[src/rtl/instruction_fetch_pkg.sv]
// instruction_fetch_pkg: shared word width, reset PC and instruction field positions for the fetch slice.
`ifndef WORD_WIDTH
`define WORD_WIDTH 32
`endif
package instruction_fetch_pkg;
    localparam int WORD_W = `WORD_WIDTH;
    localparam logic [WORD_W-1:0] RESET_PC_DEFAULT = '0;
    // Field positions consumed by decode; fetch never interprets them.
    localparam int OPCODE_HI = 31;
    localparam int OPCODE_LO = 26;
    localparam int RS_HI = 25;
    localparam int RS_LO = 21;
    localparam int RT_HI = 20;
    localparam int RT_LO = 16;
    localparam int RD_HI = 15;
    localparam int RD_LO = 11;
    localparam int FUNC_HI = 10;
    localparam int FUNC_LO = 0;
endpackage

[src/rtl/instruction_fetch_if.sv]
// instruction_fetch_if: instruction memory port plus IF/ID valid/ready handshake.
interface instruction_fetch_if import instruction_fetch_pkg::*; #(parameter int W = WORD_W);
    logic [W-1:0] imem_addr;
    logic [W-1:0] imem_instruction;
    logic         if_valid;
    logic         if_ready;
    logic [W-1:0] if_pc;
    logic [W-1:0] if_instruction;
    modport master(output imem_addr, if_valid, if_pc, if_instruction, input imem_instruction, if_ready);
    modport slave(input imem_addr, if_valid, if_pc, if_instruction, output imem_instruction, if_ready);
endinterface

[src/rtl/fetch_pc_counter.sv]
// fetch_pc_counter: word-addressed program counter with redirect and increment enable.
module fetch_pc_counter import instruction_fetch_pkg::*; #(
    parameter int W = WORD_W,
    parameter logic [W-1:0] RESET_PC = '0
) (
    input  logic         clk,
    input  logic         rst_n,
    input  logic         redirect_valid,
    input  logic [W-1:0] redirect_addr,
    input  logic         inc,
    output logic [W-1:0] pc
);
    always_ff @(posedge clk)
        if (!rst_n) pc <= RESET_PC;
        else if (redirect_valid) pc <= redirect_addr;
        else if (inc) pc <= pc + W'(1);
endmodule

[src/rtl/instruction_fetch.sv]
// instruction_fetch: PC owner driving combinational imem, registering results into a valid/ready IF/ID stage.
module instruction_fetch import instruction_fetch_pkg::*; #(
    parameter int W = WORD_W,
    parameter logic [W-1:0] RESET_PC = RESET_PC_DEFAULT
) (
    input  logic                        clk,
    input  logic                        rst_n,
    input  logic                        fetch_en,
    input  logic                        redirect_valid,
    input  logic [W-1:0]                redirect_addr,
    output logic [W-1:0]                fetch_count,
    instruction_fetch_if.master         bus
);
    logic [W-1:0] pc;
    logic         fire;
    logic         load;
    assign fire = bus.if_valid & bus.if_ready;
    assign load = fetch_en & (!bus.if_valid | bus.if_ready);
    assign bus.imem_addr = pc;
    fetch_pc_counter #(.W(W), .RESET_PC(RESET_PC)) u_pc (
        .clk(clk),
        .rst_n(rst_n),
        .redirect_valid(redirect_valid),
        .redirect_addr(redirect_addr),
        .inc(load & !redirect_valid),
        .pc(pc)
    );
    // Redirect flushes the stage but still credits a coincident handoff.
    always_ff @(posedge clk)
        if (!rst_n) begin
            bus.if_valid <= 1'b0;
            bus.if_pc <= '0;
            bus.if_instruction <= '0;
            fetch_count <= '0;
        end else begin
            if (fire) fetch_count <= fetch_count + W'(1);
            if (redirect_valid) bus.if_valid <= 1'b0;
            else if (load) begin
                bus.if_valid <= 1'b1;
                bus.if_pc <= pc;
                bus.if_instruction <= bus.imem_instruction;
            end else if (fire) bus.if_valid <= 1'b0;
        end
endmodule

[src/flat_wrapper.sv]
// flat-port wrapper written by rule: the top's interface ports become plain ports
module instruction_fetch_flat import instruction_fetch_pkg::*;
#(
    parameter int W = WORD_W,
    parameter logic [W-1:0] RESET_PC = RESET_PC_DEFAULT
)
  (clk, rst_n, fetch_en, redirect_valid, redirect_addr, fetch_count, bus_imem_addr, bus_if_valid, bus_if_pc, bus_if_instruction, bus_imem_instruction, bus_if_ready);
  instruction_fetch_if #(.W(W)) bus_i ();
  input  logic clk;
  input  logic rst_n;
  input  logic fetch_en;
  input  logic redirect_valid;
  input  logic [W-1:0] redirect_addr;
  output logic [W-1:0] fetch_count;
  output wire logic [$bits(bus_i.imem_addr)-1:0] bus_imem_addr;
  output wire logic [$bits(bus_i.if_valid)-1:0] bus_if_valid;
  output wire logic [$bits(bus_i.if_pc)-1:0] bus_if_pc;
  output wire logic [$bits(bus_i.if_instruction)-1:0] bus_if_instruction;
  input wire logic [$bits(bus_i.imem_instruction)-1:0] bus_imem_instruction;
  input wire logic [$bits(bus_i.if_ready)-1:0] bus_if_ready;
  assign bus_imem_addr = bus_i.imem_addr;
  assign bus_if_valid = bus_i.if_valid;
  assign bus_if_pc = bus_i.if_pc;
  assign bus_if_instruction = bus_i.if_instruction;
  assign bus_i.imem_instruction = bus_imem_instruction;
  assign bus_i.if_ready = bus_if_ready;
  instruction_fetch #(.W(W), .RESET_PC(RESET_PC)) u_core (.clk(clk), .rst_n(rst_n), .fetch_en(fetch_en), .redirect_valid(redirect_valid), .redirect_addr(redirect_addr), .fetch_count(fetch_count), .bus(bus_i));
endmodule
[config.mk]
export PLATFORM = sky130hd
export DESIGN_NAME = instruction_fetch_flat
export DESIGN_NICKNAME = d
export VERILOG_FILES = /design/src/rtl/instruction_fetch_pkg.sv /design/src/rtl/instruction_fetch_if.sv /design/src/rtl/fetch_pc_counter.sv /design/src/rtl/instruction_fetch.sv /design/src/flat_wrapper.sv
export SDC_FILE = /design/constraint.sdc
export NUM_CORES = 1
export LEC_CHECK = 0
export ABC_AREA = 1
export CORE_UTILIZATION = 43
export DETAILED_ROUTE_END_ITERATION = 10
export HOLD_SLACK_MARGIN = 0.08
export PLACE_DENSITY = 0.73
export SLEW_MARGIN = 20
export SYNTH_ARGS = -nofsm -noshare
export SYNTH_HDL_FRONTEND = slang
export SYNTH_SLANG_ARGS = --single-unit
[constraint.sdc]
create_clock -name clk -period 1.95 [get_ports clk]
set_input_delay 0.2925 -clock clk [delete_from_list [all_inputs] [get_ports clk]]
set_output_delay 0.2925 -clock clk [all_outputs]
set_load 0.03 [all_outputs]
==> key figures, run 1 <==
Status
  • Status: complete, no violations

Cells and area
  • Fraction of layout instances using a drive strength above 1: 9.03%
  • Commonest non-fill, non-tap cell in the layout: nor2_1
  • Fin util: 65.5%
  • NumNets Final: 1210
  • Finished Cell Area: 9230 µm²
  • # diodes: 0
  • Syn-to-layout area delta: 46.5%
  • Most frequent cells in the layout: nor2_1, clkdlybuf4s50_1, nand2_1
  • Post-route insts no fill: 1332

Power
  • Max VDD drop: 610 µV
  • Pwr per Cell Area: 790 nW/µm²
  • LEAKAGE: 0.00370 µW

Drt
  • Final ANT Viol Nets: 0
  • Met3 routed WL: 1680 µm
  • Via count: 6814
  • TritonRoute pass-1 iters: 6
  • Max Used Layer: met4
  • Final wirelength: 19500 µm
  • First DRT Iteration DRCs: 436
  • WL met2: 8910 µm
  • Vias per inst: 5.12
  • DRC: 0
  • Metal-1 WL: 8650 µm
  • WL per Instance: 14.6 µm

Clocking
  • Clock transition at the registers of the reported paths: 0.06 ns
  • CTS buffer count: 17
  • Clock sink count: 129
  • Cts hold-fix bufs: 0
  • H-Tree Depth: 4
  • Clock latency on the worst-skew pair: 0.42 ns
  • Root buffer cell: clkbuf_16
  • CTS tree: done
  • Clk buf depth: 2

Yosys
  • Cell variety after synth: 41
  • Register area share after synthesis: 41.0%
  • Mapped Area: 6300 µm²
  • Ranking of synthesized cells by area: dfxtp_1, nor2_1, nand2_1
  • Syn_nets: 999
  • Area leader, netlist: dfxtp_1
  • Ys Warns: 0
  • Top FF cell, synth: dfxtp_1
  • Flops & latches, synth: 129
  • Post-synthesis async set-or-reset flop share: 0%
  • Top cell type's share of synthesized area: 41.0%
  • Mean Syn Cell Area: 6.79 µm²
  • Post-synth EDFFs: 0
  • Post-Synthesis Cells: 928

GRT
  • Pin count of the biggest net entering global routing: 47
  • Global Route Usage Sum: 26.5%
  • Initial antenna violation count: 0
  • Vias in the first global route: 6297
  • GRT overflow: 0
  • First-pass GRT wire length: 31000 µm

Timing
  • Final period utilization: 98.1%
  • Hold Fails Final Rpt: 0
  • Setup TNS: 0 ns
  • Count of pins over their slew limit: 0
  • Max_slew headroom: 73.6%
  • Unrepaired setup endpoints after global routing: no
  • Final setup violation count: 0
  • Min Clock Period, post-route: 1.91 ns
  • FMAX: 523 MHz
  • Clock Skew: 0.00715 ns
  • Worst Tran Pin Value: 0.395 ns

Placement
  • GP Congestion: 0.856
  • Port buffer count: 197
  • Post-DP HPWL: 13900 µm
  • Placed insts: 1300
  • Cell area after placement: 8610 µm²

Floorplan
  • Die area: 15100 µm²
  • Chip Height: 123 µm
  • Ports: 198
  • Die width: 123 µm
  • Core Area: 14100 µm²
  • Row cnt: 43
  • Effective utilization at floorplan: 44.7%

Critical path
  • Critical path required time: 1.66 ns
  • Critical Path AT: 1.62 ns
  • Worst path buffer plus inverter count: 1
  • Critical Path Fanout Max: 5
  • Worst R2R Start: u_core.u_pc.pc[9]$_SDFFE_PN0P_
  • Critical-path cell list: clkdlybuf4s50_1
  • Worst r2r dst: u_core.u_pc.pc[23]$_SDFFE_PN0P_
  • Crit-path slowest cell: clkdlybuf4s50_1
  • FF-to-FF path depth: 10
  • Setup Crit Path Kind: flop to output port
  • CP startpoint: u_core.u_pc.pc[25]$_SDFFE_PN0P_
  • WP depth: 1
  • CP delay by family, top: buffers and inverters
  • Worst Setup Start Kind: flop
  • R2r setup slk: 0.17 ns
  • Critical path destination: bus_imem_addr[25]
  • Crit end category: output port
  • Slowest stage delay, CP: 0.73 ns

Min path
  • Hold Crit Class: primary input to flop

Run
  • Max-Cap Viols: 0
-- Yosys cell counts, types with 10 or more instances --
cell type and n:
a211oi_1 12, a21oi_1 41, buf_2 14, clkbuf_1 16
dfxtp_1 129, inv_1 89, nand2_1 186, nand3_1 45
nand3b_1 13, nand4_1 23, nor2_1 192, nor2_2 13
nor3_1 10, o21ai_0 79
-- metrics by stage --
| step | total power (µW) | setup slack [ns] | hold slack [ns] |
|---|---|---|---|
| floorplan | 3500 | 0.197 | 0.427 |
| global route | 7550 | 0.0147 | 0.265 |
| detailed placement | 4060 | 0.0256 | 0.447 |
| global placement | 4050 | 0.0916 | 0.443 |
| CTS | 7340 | 0.00155 | 0.234 |
| finish | 7290 | 0.0377 | 0.243 |
-- how the worst min path moves through the flow --
stage,startpoint,end,slack [ns],cells past startpoint
CTS,rst_n,u_core.fetch_count[18]$_SDFFE_PN0P_,0.23,3
global placement,u_core.bus.if_pc[27]$_SDFFE_PN0P_,u_core.bus.if_pc[27]$_SDFFE_PN0P_,0.44,2
finish,rst_n,u_core.fetch_count[18]$_SDFFE_PN0P_,0.24,3
global route,rst_n,u_core.fetch_count[22]$_SDFFE_PN0P_,0.27,3
floorplan,bus_imem_instruction[0],u_core.bus.if_instruction[0]$_SDFFE_PN0P_,0.43,2
detailed placement,u_core.bus.if_pc[27]$_SDFFE_PN0P_,u_core.bus.if_pc[27]$_SDFFE_PN0P_,0.45,2
-- cell families after synthesis --
group	Yosys count	synth area share, %
xor+xnor	8	1.11
buf+inv	131	8.78
flops	129	41.0
compound gates	154	13.5
simple gates	504	35.2
fa+ha+maj	2	0.397
-- layout make-up --
cell class / count / area, µm²
well taps: 180 / 225
clock inverters: 10 / 133
clock buffers: 22 / 474
fillers: 1264 / 4870
inverters: 93 / 352
repair buffers: 230 / 2290
multi-input cells: 668 / 3180
flip-flops and latches: 129 / 2580
-- power breakdown --
part | internal [µW] | total, µW | leakage [µW] | switching (µW)
sequential | 2770 | 2880 | 0.00106 | 112
combinational | 488 | 1120 | 0.00235 | 636
clock | 2100 | 3280 | 0.000292 | 1180
total | 5360 | 7290 | 0.00370 | 1930
-- timing repair --
item                       4_1_cts  5_1_grt
gates resized for setup          3        7
setup buffers                    0        0
cloned                           0        0
setup endpoints to repair        3        8
-- flip-flops by register name, indices dropped and copies added, names as in the netlist --
name and flops:
u_core.u_pc.pc 32, u_core.bus.if_instruction 32, u_core.bus.if_valid 1, u_core.bus.if_pc 32, u_core.fetch_count 32
-- layer usage --
layer  GRT usage [%]  vias up
li1                -     3429
met2            42.5      253
met5               0        -
met1            33.3     3110
met3            9.36       22
met4            8.43        0
Note: power is estimated with default switching activity, not from simulation.
==> run 2, diff against run 1 <==
Settings changed: GPL_ROUTABILITY_DRIVEN set to 0, SYNTH_HIERARCHICAL set to 1, TNS_END_PERCENT set to 30.
==> run 2 against run 1 <==
  * Setup slack worse by 0.0063 ns
  * Sequential share of layout area up 0.60 points
  * First-iteration DRC count up 7.1%
  * Non-clock buffer count down 15
  * Register-to-register slack better by 0.19 ns
  * Via count down 5.3%
  * Flip-flop and latch count unchanged
  * Clock skew up 0.0077 ns
  * Area after synthesis down 1.3%
  * Total power down 3.7%
  * Clock power down 6.7%
  * Critical endpoint is now bus_imem_addr[19]
  * Highest routed layer unchanged
==> key figures, run 2 <==
Clocking
  • Clk buf depth: 2
  • Root buffer cell: clkbuf_16
  • CTS tree: done
  • Clock latency on the worst-skew pair: 0.42 ns
  • Clock sink count: 129
  • H-Tree Depth: 4
  • CTS buffer count: 17
  • Cts hold-fix bufs: 0
  • Clock transition at the registers of the reported paths: 0.05 ns

Cells and area
  • Commonest non-fill, non-tap cell in the layout: nor2_1
  • Fraction of layout instances using a drive strength above 1: 8.97%
  • NumNets Final: 1174
  • Syn-to-layout area delta: 45.4%
  • Most frequent cells in the layout: nor2_1, clkdlybuf4s50_1, nand2_1
  • Finished Cell Area: 9040 µm²
  • # diodes: 0

Critical path
  • Crit end category: output port
  • Critical Path Fanout Max: 7
  • Slowest stage delay, CP: 0.73 ns
  • Worst path buffer plus inverter count: 1
  • Critical path required time: 1.66 ns
  • Critical-path cell list: clkdlybuf4s50_1
  • Critical Path AT: 1.63 ns
  • Setup Crit Path Kind: flop to output port
  • CP delay by family, top: buffers and inverters
  • Crit-path slowest cell: clkdlybuf4s50_1
  • Worst Setup Start Kind: flop

Min path
  • Hold Crit Class: primary input to flop

Placement
  • Place WS: 0.0280 ns
  • Post-DP HPWL: 13000 µm
  • Port buffer count: 197
  • Cell area after placement: 8440 µm²

Power
  • Sequential fraction of design power: 41.2%
  • Max VDD drop: 622 µV
  • Psw: 1820 µW
  • Internal: 5190 µW
  • Gate power share: 15.2%
  • LEAKAGE: 0.00363 µW
  • Pwr per Cell Area: 776 nW/µm²
  • Clock power share: 43.6%
  • Switching Share: 26.0%

Timing
  • Worst Tran Pin Value: 0.519 ns
  • FMAX: 521 MHz
  • Min Clock Period, post-route: 1.92 ns
  • Clock Skew: 0.0148 ns
  • Final period utilization: 98.4%
  • Max_slew headroom: 65.3%
  • Hold Fails Final Rpt: 0
  • Final setup violation count: 0
  • Setup TNS: 0 ns
  • Unrepaired setup endpoints after global routing: no
  • Hold WS: 0.190 ns
  • Count of pins over their slew limit: 0
  • Final WS setup: 0.0314 ns

Yosys
  • Post-Synthesis Cells: 903
  • Top cells by count, synth: nor2_1, nand2_1, dfxtp_1
  • Flops & latches, synth: 129
  • Top FF cell, synth: dfxtp_1
  • Post-synth EDFFs: 0
  • Top cell type's share of synthesized area: 41.6%
  • Cell with the most instances after synthesis: nor2_1
  • Cell variety after synth: 35
  • Register area share after synthesis: 41.6%
  • Mean Syn Cell Area: 6.88 µm²
  • Mapped Area: 6210 µm²
  • Ys Warns: 6
  • Ranking of synthesized cells by area: dfxtp_1, nor2_1, nand2_1
  • Area leader, netlist: dfxtp_1
  • Post-synthesis async set-or-reset flop share: 0%
  • Syn_nets: 974

Floorplan
  • Effective utilization at floorplan: 44.4%
  • Die width: 122 µm
  • Ports: 198
  • Row cnt: 43
  • Chip Height: 122 µm
  • Die area: 14900 µm²
  • Core Area: 14000 µm²

Drt
  • WL per Instance: 13.7 µm
  • Via count: 6453
  • Final ANT Viol Nets: 0
  • Final wirelength: 17800 µm
  • Vias per inst: 4.98
  • TritonRoute pass-1 iters: 5
  • DRC: 0
  • First DRT Iteration DRCs: 467

GRT
  • Vias in the first global route: 5779
  • Global Route Usage Sum: 24.4%
  • Initial antenna violation count: 0
  • First-pass GRT wire length: 28400 µm
  • Met2 usage: 41.2%
  • Gr busiest metal: met2
  • Pin count of the biggest net entering global routing: 65
  • GRT overflow: 0
  • Routing usage on met1: 31.3%
  • Met3 usage in global routing: 5.11%

Status
  • Status: complete, no violations

Run
  • Max-Cap Viols: 0
-- run 2: final timing paths --
check                                                       start                                 to  slack, ns  cells past startpoint
worst min register to register  u_core/bus.if_pc[14]$_SDFFE_PN0P_  u_core/bus.if_pc[14]$_SDFFE_PN0P_       0.48                      2
worst max register to register     u_core/u_pc/pc[0]$_SDFFE_PN0P_    u_core/u_pc/pc[14]$_SDFFE_PN0P_       0.36                      8
worst min-delay path                                        rst_n     u_core/u_pc/pc[1]$_SDFFE_PN0P_       0.19                      3
worst max-delay path              u_core/u_pc/pc[19]$_SDFFE_PN0P_                  bus_imem_addr[19]       0.03                      1
-- run 2: power groups by stage --
stage | clock (µW) | sequential, µW | combinational [µW]
2_1_floorplan | 0 | 3170 | 323
6_report | 3060 | 2890 | 1070
3_5_place_dp | 0 | 2940 | 1070
5_1_grt | 3220 | 2910 | 1150
4_1_cts | 3110 | 2890 | 1080
3_3_place_gp | 0 | 2940 | 1070
-- run 2: layout make-up --
type,count,area (µm²)
inverters,80,300
flip-flops and latches,129,2580
clock inverters,4,47.5
well taps,180,225
fillers,1299,4950
clock buffers,27,523
repair buffers,215,2180
multi-input cells,660,3180
-- run 2: logic make-up (layout without fill, tap and decap cells) --
family,count (synthesis),in the layout,share of synthesized area (%)
adders and majority gates,2,2,0.403
xor gates and xnor gates,13,13,1.83
AOI/OAI and AO/OA,149,149,13.2
DFF,129,129,41.6
and+or+nand+nor,496,496,35.7
buffers and inverters,114,326,7.33
-- run 2: repair_timing --
item                       in CTS  in global routing
setup buffers                   0                  0
hold endpoints to repair        0                  0
cloned                          0                  0
setup endpoints to repair       3                 11
resized for setup               3                 11
-- run 2: routing by layer --
layer | vias to the layer above | wire, µm
met3 | 19 | 1040
met1 | 2929 | 7830
met4 | 0 | 180
met5 | - | 0
met2 | 203 | 8730
li1 | 3302 | -
-- run 2: through the flow --
| stage | instances | total power [µW] | utilization, % |
|---|---|---|---|
| finish | 1295 | 7020 | 64.6 |
| global route | 1295 | 7280 | 64.6 |
| CTS | 1295 | 7070 | 64.4 |
| detailed placement | 1264 | 4020 | 60.3 |
| global placement | 1264 | 4010 | 60.3 |
| floorplan | 903 | 3500 | - |
==> run 3, diff against run 2 <==
Settings changed: CORE_UTILIZATION 43 to 47, PLACE_DENSITY 0.73 to 0.89.
==> run 3 against run 2 <==
  * Count of clock-buffer cells in the layout decreased by 8
  * Non-clock buffer count down 1
  * Register-to-register slack got worse by 0.04 ns
  * Global-route usage is 4.3 points higher
  * Die area down 8.4%
  * Wire length rose by 6.6%
  * Clock skew fell by 0.0083 ns
  * Total power rose by 5.4%
  * First-iteration DRC count increased by 24%
  * Final cell count is 0.62% lower
  * Combinational power barely moved
  * Fmax down 0.81%
==> key figures, run 3 (same netlist as run 2, synthesis figures left out) <==
Drt
  • Vias per inst: 5.23
  • DRC: 0
  • WL per Instance: 14.7 µm
  • Final wirelength: 19000 µm
  • Final ANT Viol Nets: 0
  • Via count: 6735
  • First DRT Iteration DRCs: 580
  • TritonRoute pass-1 iters: 5

Timing
  • Count of pins over their slew limit: 0
  • Setup TNS: 0 ns
  • Final WS setup: 0.0157 ns
  • Worst Tran Pin Value: 0.549 ns
  • Max_slew headroom: 63.4%
  • FMAX: 517 MHz
  • Final period utilization: 99.2%
  • Final setup violation count: 0
  • Unrepaired setup endpoints after global routing: no
  • Min Clock Period, post-route: 1.93 ns
  • Hold WS: 0.390 ns
  • Clock Skew: 0.00651 ns
  • Hold Fails Final Rpt: 0

GRT
  • First-pass GRT wire length: 30000 µm
  • Pin count of the biggest net entering global routing: 50
  • GRT overflow: 0
  • Global Route Usage Sum: 28.7%
  • Vias in the first global route: 6375
  • Initial antenna violation count: 0

Placement
  • Place WS: 0.0909 ns
  • Post-DP HPWL: 13400 µm
  • Port buffer count: 197

Critical path
  • Setup Crit Path Kind: flop to output port
  • Slowest stage delay, CP: 0.73 ns
  • CP delay by family, top: buffers and inverters
  • Worst Setup Start Kind: flop
  • Worst r2r dst: u_core/u_pc/pc[30]$_SDFFE_PN0P_
  • Critical-path cell list: clkdlybuf4s50_1
  • Crit end category: output port
  • Crit-path slowest cell: clkdlybuf4s50_1
  • Worst R2R Start: u_core/u_pc/pc[0]$_SDFFE_PN0P_
  • Critical Path Fanout Max: 7
  • WP depth: 1
  • FF-to-FF path depth: 8
  • R2r setup slk: 0.32 ns
  • Critical Path AT: 1.64 ns
  • Critical path required time: 1.66 ns
  • Worst path buffer plus inverter count: 1

Power
  • Sequential fraction of design power: 39.1%
  • Internal: 5450 µW
  • Pwr per Cell Area: 815 nW/µm²
  • Switching Share: 26.3%
  • Gate power share: 14.7%
  • Psw: 1950 µW
  • LEAKAGE: 0.00366 µW
  • Clock power share: 46.2%
  • Max VDD drop: 587 µV

Cells and area
  • Syn-to-layout area delta: 46.0%
  • Most frequent cells in the layout: nor2_1, clkdlybuf4s50_1, nand2_1
  • Fraction of layout instances using a drive strength above 1: 9.33%
  • # diodes: 0
  • Commonest non-fill, non-tap cell in the layout: nor2_1
  • NumNets Final: 1173

Clocking
  • CTS buffer count: 17
  • H-Tree Depth: 4
  • Clock transition at the registers of the reported paths: 0.06 ns
  • Setup bufs post-CTS: 0
  • Clk buf depth: 2
  • Root buffer cell: clkbuf_16
  • CTS tree: done
  • Cts hold-fix bufs: 0
  • Clock latency on the worst-skew pair: 0.42 ns
  • Clock sink count: 129

Floorplan
  • Chip Height: 117 µm
  • Die width: 117 µm
  • Row cnt: 41
  • Effective utilization at floorplan: 48.7%
  • Core Area: 12800 µm²
  • Ports: 198
  • Die area: 13700 µm²

Status
  • Status: complete, no violations

Run
  • Max-Cap Viols: 0

Min path
  • Hold_sp: rst_n
  • WHS Path Cells: 3
  • Hold Crit Class: primary input to flop
  • Min-Delay Endpoint: u_core/fetch_count[7]$_SDFFE_PN0P_
[run 3: cell types whose count changed in the layout (fill, tap and decap cells not counted)]
cell / before / now
clkbuf_1: 4 / 0
clkbuf_8: 6 / 2
clkinvlp_4: 1 / 5
bufinv_16: 1 / 4
clkdlybuf4s50_1: 182 / 179
clkinv_4: 0 / 2
dlygate4sd2_1: 3 / 5
buf_12: 4 / 3
dlymetal6s2s_1: 11 / 12
[run 3: timing repair]
item,in CTS,in global routing
endpoints found under the setup margin,5,12
gates resized for setup,5,12
hold endpoints to repair,0,0
gates cloned,0,0
[run 3: power groups by stage]
stage | combinational [µW] | sequential (µW) | clock (µW)
floorplan | 323 | 3170 | 0
finish | 1080 | 2890 | 3420
global placement | 1060 | 2940 | 0
CTS | 1080 | 2890 | 3440
detailed placement | 1080 | 2950 | 0
global route | 1160 | 2910 | 3550
[run 3: worst max path at each step]
stage,start,end
after CTS,u_core/u_pc/pc[7]$_SDFFE_PN0P_,bus_imem_addr[7]
after floorplan,u_core/bus.if_valid$_SDFFE_PP0P_,u_core/u_pc/pc[17]$_SDFFE_PN0P_
after detailed placement,bus_if_ready,u_core/u_pc/pc[28]$_SDFFE_PN0P_
after global placement,bus_if_ready,u_core/u_pc/pc[14]$_SDFFE_PN0P_
final,u_core/u_pc/pc[19]$_SDFFE_PN0P_,bus_imem_addr[19]
after global routing,u_core/u_pc/pc[29]$_SDFFE_PN0P_,bus_imem_addr[29]
[run 3: per-stage QoR]
stage          utilization (%)  total power, µW  cell area, µm²  instances
2_1_floorplan                -             3500            6210        903
3_3_place_gp              65.9             4010            8410       1255
3_5_place_dp              65.9             4030            8410       1255
4_1_cts                   70.8             7420            9040       1287
5_1_grt                   71.0             7620            9070       1287
6_report                  71.0             7390            9070       1287
[run 3: layer usage]
metal  GRT usage [%]  share of wire (%)  vias up
li1                -                  -     3301
met1            33.7                 40     3063
met2            49.2                 49      316
met3            6.75                7.6       55
met4            14.2                3.1        0
met5               0                  0        -
[run 3: final cells by class]
class | count | area (µm²)
clock buffer | 19 | 453
clock inverter | 13 | 185
fill | 979 | 3700
inverter | 80 | 300
multi-input combinational | 660 | 3180
sequential | 129 | 2580
tap | 172 | 215
timing repair buffer | 214 | 2160
